==> src/rtl/nibbler_ctrl.sv <==
// nibbler_ctrl: instruction sequencer and datapath controller for the Nibbler 4-bit CPU
module nibbler_ctrl #(
    parameter int N = 4,
    parameter int ADDR_W = 12,
    parameter logic [ADDR_W-1:0] RESET_PC = '0
) (
    input  logic              clk,
    input  logic              rst_n,
    output logic [ADDR_W-1:0] rom_addr,
    input  logic [7:0]        rom_data,
    output logic [N-1:0]      alu_a,
    output logic [N-1:0]      alu_b,
    output logic [4:0]        alu_s,
    output logic              alu_ncin,
    input  logic [N-1:0]      alu_result,
    input  logic              alu_cout,
    input  logic              alu_eq,
    output logic [ADDR_W-1:0] dmem_addr,
    output logic [N-1:0]      dmem_wdata,
    output logic              dmem_we,
    output logic              dmem_re,
    input  logic [N-1:0]      dmem_rdata,
    input  logic [N-1:0]      in_data,
    output logic [N-1:0]      out_data,
    output logic              out_strobe,
    output logic              halted
);
    typedef enum logic [2:0] {F1, D1, F2, D2, EX, MW, HLT} state_t;

    localparam logic [4:0] S_PASSA = 5'b00000;
    localparam logic [4:0] S_SUB   = 5'b00110;
    localparam logic [4:0] S_PASSB = 5'b11010;
    localparam logic [4:0] S_ADD   = 5'b01001;
    localparam logic [4:0] S_NOR   = 5'b10001;

    state_t            state_q, state_d;
    logic [ADDR_W-1:0] pc_q, pc_d;
    logic [7:0]        ir_q, ir_d, op2_q, op2_d;
    logic [N-1:0]      acc_q, acc_d, out_q, out_d;
    logic              c_q, c_d, z_q, z_d, strobe_q, strobe_d;
    logic [3:0]        opc, imm;
    logic              taken;

    assign opc        = ir_q[7:4];
    assign imm        = ir_q[3:0];
    assign rom_addr   = pc_q;
    assign alu_a      = acc_q;
    assign alu_ncin   = alu_s != S_SUB;
    assign dmem_addr  = ADDR_W'({imm, op2_q});
    assign dmem_wdata = acc_q;
    assign out_data   = out_q;
    assign out_strobe = strobe_q;
    assign halted     = state_q == HLT;
    assign taken      = opc == 4'h8 || (opc == 4'h9 && c_q) || (opc == 4'hA && !c_q) ||
                        (opc == 4'hB && z_q) || (opc == 4'hC && !z_q);

    // architectural state register; reset aborts any instruction in flight
    always_ff @(posedge clk or negedge rst_n) begin
        if (!rst_n) begin
            state_q  <= F1;
            pc_q     <= RESET_PC;
            ir_q     <= '0;
            op2_q    <= '0;
            acc_q    <= '0;
            c_q      <= 1'b0;
            z_q      <= 1'b0;
            out_q    <= '0;
            strobe_q <= 1'b0;
        end else begin
            state_q  <= state_d;
            pc_q     <= pc_d;
            ir_q     <= ir_d;
            op2_q    <= op2_d;
            acc_q    <= acc_d;
            c_q      <= c_d;
            z_q      <= z_d;
            out_q    <= out_d;
            strobe_q <= strobe_d;
        end
    end

    // sequencing, decode and ALU/memory control
    always_comb begin
        state_d  = state_q;
        pc_d     = pc_q;
        ir_d     = ir_q;
        op2_d    = op2_q;
        acc_d    = acc_q;
        c_d      = c_q;
        z_d      = z_q;
        out_d    = out_q;
        strobe_d = 1'b0;
        alu_s    = S_PASSA;
        alu_b    = '0;
        dmem_we  = 1'b0;
        dmem_re  = 1'b0;
        case (state_q)
            F1: state_d = D1;
            D1: begin
                ir_d    = rom_data;
                pc_d    = pc_q + ADDR_W'(1);
                state_d = (rom_data[7] && rom_data[7:4] != 4'hF) ? F2 : EX;
            end
            F2: state_d = D2;
            D2: begin
                op2_d   = rom_data;
                pc_d    = pc_q + ADDR_W'(1);
                state_d = EX;
            end
            EX: begin
                state_d = opc == 4'hD ? MW : opc == 4'hF ? HLT : F1;
                alu_s   = (opc == 4'h1 || opc == 4'h6) ? S_PASSB :
                          opc == 4'h2 ? S_ADD :
                          (opc == 4'h3 || opc == 4'h5) ? S_SUB :
                          opc == 4'h4 ? S_NOR : S_PASSA;
                alu_b   = opc == 4'h6 ? in_data : (opc >= 4'h1 && opc <= 4'h5) ? N'(imm) : '0;
                if (opc >= 4'h1 && opc <= 4'h6) begin
                    c_d = alu_cout;
                    z_d = alu_eq;
                    if (opc != 4'h5) acc_d = alu_result;
                end
                if (opc == 4'h7) begin
                    out_d    = acc_q;
                    strobe_d = 1'b1;
                end
                if (taken) pc_d = ADDR_W'({imm, op2_q});
                dmem_re = opc == 4'hD;
                dmem_we = opc == 4'hE;
            end
            MW: begin
                alu_s   = S_PASSB;
                alu_b   = dmem_rdata;
                acc_d   = alu_result;
                c_d     = alu_cout;
                z_d     = alu_eq;
                state_d = F1;
            end
            HLT: state_d = HLT;
            default: state_d = F1;
        endcase
    end
endmodule

==> config.mk <==
export PLATFORM = sky130hd
export DESIGN_NAME = nibbler_ctrl
export DESIGN_NICKNAME = d
export VERILOG_FILES = /design/src/rtl/nibbler_ctrl.sv
export SDC_FILE = /design/constraint.sdc
export NUM_CORES = 1
export LEC_CHECK = 0
export CORE_MARGIN = 1.5
export CORE_UTILIZATION = 45
export CTS_CLUSTER_DIAMETER = 200
export DETAILED_ROUTE_END_ITERATION = 10
export PLACE_DENSITY = 0.74
export SETUP_SLACK_MARGIN = 0.15
export SLEW_MARGIN = 5
export SYNTH_ARGS = -nofsm -noshare
export SYNTH_HDL_FRONTEND = slang
export SYNTH_SLANG_ARGS = --single-unit
export TNS_END_PERCENT = 100
==> constraint.sdc <==
create_clock -name clk -period 1.85 [get_ports clk]
set_input_delay 0.2775 -clock clk [delete_from_list [all_inputs] [get_ports clk]]
set_output_delay 0.2775 -clock clk [all_outputs]
set_load 0.02 [all_outputs]
==> flow_summary.ini <==
[global_route]
grt_pass1_vias = 2285
grt_max_degree = 22
grt_remaining_overflow = 0
antenna_found_initial = 0
grt_usage = 0.277
grt_pass1_wl_mm = 11.6

[critical_path]
worst_ep_required_time_ns = 1.57
cp.arrival_ns = 1.79
start_kind = register
path_buf_inv = 1
critPathKind = reg2out
critical-path-top-delay-family = simple AND/OR/NAND/NOR gates
cp_slowest_cell = dfrtp_1
cp_cell_sequence = and2b_2, a22o_1, a21oi_1, or3_1, a21oi_4, buf_6
end_kind = primary output
slowest_delay_ns = 0.39
cp_max_fo = 5

[yosys]
async_flop_share = 1.00
synth_edf_count = 0
ys.flop_type = dfrtp_1
yosysSeqAreaShare = 0.446
mappedNetlistArea_um2 = 2360
synth_cell_types = 52
syn_inst = 238
yosys_warnings = 0
yosys_register_bits = 42
syn-num-nets = 263
postSynthAreaPerCell_um2 = 9.90

[die]
rows = 26
coreArea_um2 = 5070
num_io_pins = 74
die-height_um = 75.4
initial_core_util = 0.464
dieWidth_um = 75.4
die_area_um2 = 5680

[routing]
drc = 0
drtPass1Iterations = 5
wl_mm = 8.63
antenna_left = 0
dr_total_vias = 2544
first_iter_violations = 244
vias_per_cell = 5.93
wl_per_cell_um = 20.1

[power]
pwr-share-comb = 0.068
switching_share = 0.212
power.switching_mw = 0.386
pwr-share-seq = 0.515
p_leak_nw = 1.82
p_per_area_nw_per_um2 = 443
ir_drop_mv = 0.404
intPower_mw = 1.43
clockPowerShare = 0.417

[clock_tree]
clk_path_buf_depth = 2
clk_latency_ns = 0.30
cts-root-buf = clkbuf_8
cts.sinks = 42
cts_tree = built
numCtsBuffers = 5
htree_levels = 2
path_clk_slew_ns = 0.08

[timing]
post-route-period-util = 1.12
slew_violations = 0
skew_ns = 0.00584
finalWorstSetupSlack_ns = -0.215
slew_headroom = 0.673
hold_viol_final = 0
setup_viol = 14
max_freq_mhz = 484
setup_tns_ns = -1.03
rsz0062_at_grt = yes
worst_pin_slew_ns = 0.491
finalCriticalPeriod_ns = 2.07

[run_status]
violations = setup timing
outcome = finished with violations

[placed_design]
gp_congestion = 0.883
postPlaceCellArea_um2 = 3400
dp_hpwl_mm = 5.17
io_buffers = 73

[layout]
n_antenna_cell = 0
multi_input_area_um2 = 1490
drive_gt1_frac = 0.457
final_core_util = 0.807
synthToLayoutAreaGrowth_pct = 73.8
fill_cells = 295
register_area_um2 = 1050
fin_area_um2 = 4100
fin_nets = 384

[worst_hold_path]
hp-class = in2async

[job]
cap_violations = 0
==> final timing paths <==
check,from,to,slack (ns),depth (start not counted)
min in group clk,out_data[0],out_data[0],0.52,1
max in group asynchronous,rst_n,state_q[0],0.80,3
setup reg to reg,state_q[1],rom_addr[10],-0.04,9
setup / recovery,ir_q[4],alu_b[0],-0.22,6
hold / removal,rst_n,rom_addr[6],0.46,2
hold reg to reg,out_data[0],out_data[0],0.52,1
==> power by group through the flow <==
stage	Combinational, mW	Sequential, mW	Clock, mW
2_1_floorplan	0.0143	0.961	0
3_3_place_gp	0.120	0.952	0
3_5_place_dp	0.121	0.953	0
4_1_cts	0.124	0.934	0.753
5_1_grt	0.132	0.936	0.789
6_report	0.123	0.935	0.757
==> routing by layer <==
metal,up-vias,part of all wire,GRT usage
met4,0,0.043,0.107
met2,158,0.48,0.448
met3,45,0.092,0.0728
li1,1103,-,-
met1,1238,0.38,0.356
met5,-,0,0
==> what timing repair did <==
action	in CTS	in global routing
setup buffers	11	12
hold endpoints to repair	19	0
pin swaps	17	23
hold buffers	1	0
resized for setup	118	56
setup endpoints to repair	40	41
==> cell families after synthesis <==
| family | synth area share |
|---|---|
| muxes | 0.116 |
| DFF | 0.446 |
| adders and majority gates | 0.00531 |
| AOI/OAI and AO/OA | 0.189 |
| xor gates and xnor gates | 0.00372 |
| buffers and inverters | 0.0648 |
| and+or+nand+nor | 0.175 |
==> flip-flops by register name, indices dropped and copies added (netlist names) <==
register / cells
op2_q: 8
alu_a: 4
c_q: 1
z_q: 1
state_q: 3
rom_addr: 12
out_strobe: 1
out_data: 4
ir_q: 8
==> placed cells by master, fill, tap and decap left out, types with 3 or more instances in the layout <==
master	instances
mux2_4	9
buf_6	24
nand2b_4	4
a21oi_2	9
nor2_2	3
dfrtp_2	3
dlygate4sd2_1	5
o21ai_0	8
o211ai_1	3
clkdlybuf4s50_1	51
a22o_1	6
clkbuf_8	6
nand3_1	6
o21ai_2	3
nand2_1	17
nor2_1	12
nand2_2	3
a21oi_1	8
o22ai_1	3
dfrtp_1	39
or3_4	3
dlymetal6s2s_1	3
buf_12	5
a21oi_4	6
buf_4	44
a31oi_1	3
mux2_2	13
==> area by class of cell <==
class	count	share of cell area
Multi-Input combinational cell	170	0.363
Sequential cell	42	0.257
Clock buffer	6	0.0202
Clock inverter	1	0.00733
Inverter	5	0.00763
Timing Repair Buffer	135	0.323
Tap cell	70	0.0214
==> cells in the mapped netlist, types with 2 or more instances <==
cell type | count | area (um^2)
a211oi_1 | 2 | 15.0
a21o_1 | 2 | 15.0
a21oi_1 | 23 | 115
a22o_1 | 6 | 52.6
a31oi_1 | 3 | 18.8
and2b_1 | 3 | 22.5
and3_1 | 2 | 12.5
buf_2 | 8 | 40.0
buf_4 | 10 | 75.1
clkbuf_1 | 2 | 7.51
dfrtp_1 | 42 | 1050
inv_1 | 3 | 11.3
inv_2 | 2 | 7.51
mux2_1 | 6 | 67.6
mux2_2 | 13 | 146
mux2_4 | 4 | 60.1
nand2_1 | 21 | 78.8
nand2b_1 | 4 | 25.0
nand3_1 | 7 | 35.0
nand3b_1 | 2 | 15.0
nand4_1 | 2 | 12.5
nor2_1 | 16 | 60.1
nor2b_1 | 2 | 12.5
nor3_1 | 2 | 10.0
nor3b_1 | 4 | 30.0
o211ai_1 | 3 | 22.5
o21a_1 | 2 | 15.0
o21ai_0 | 11 | 55.1
o21ai_1 | 2 | 10.0
o22ai_1 | 3 | 18.8
o31ai_1 | 2 | 15.0
or3_1 | 4 | 25.0
==> stage by stage <==
stage | power [mW] | std cells | setup WS, ns | hold slack (ns)
2_1_floorplan | 0.976 | 238 | 0.107 | -0.0181
3_3_place_gp | 1.07 | 398 | -0.404 | 0.270
3_5_place_dp | 1.07 | 398 | -0.434 | 0.270
4_1_cts | 1.81 | 417 | -0.170 | 0.482
5_1_grt | 1.86 | 429 | -0.255 | 0.515
6_report | 1.82 | 429 | -0.215 | 0.463
Power figures use the tool's default switching activity.
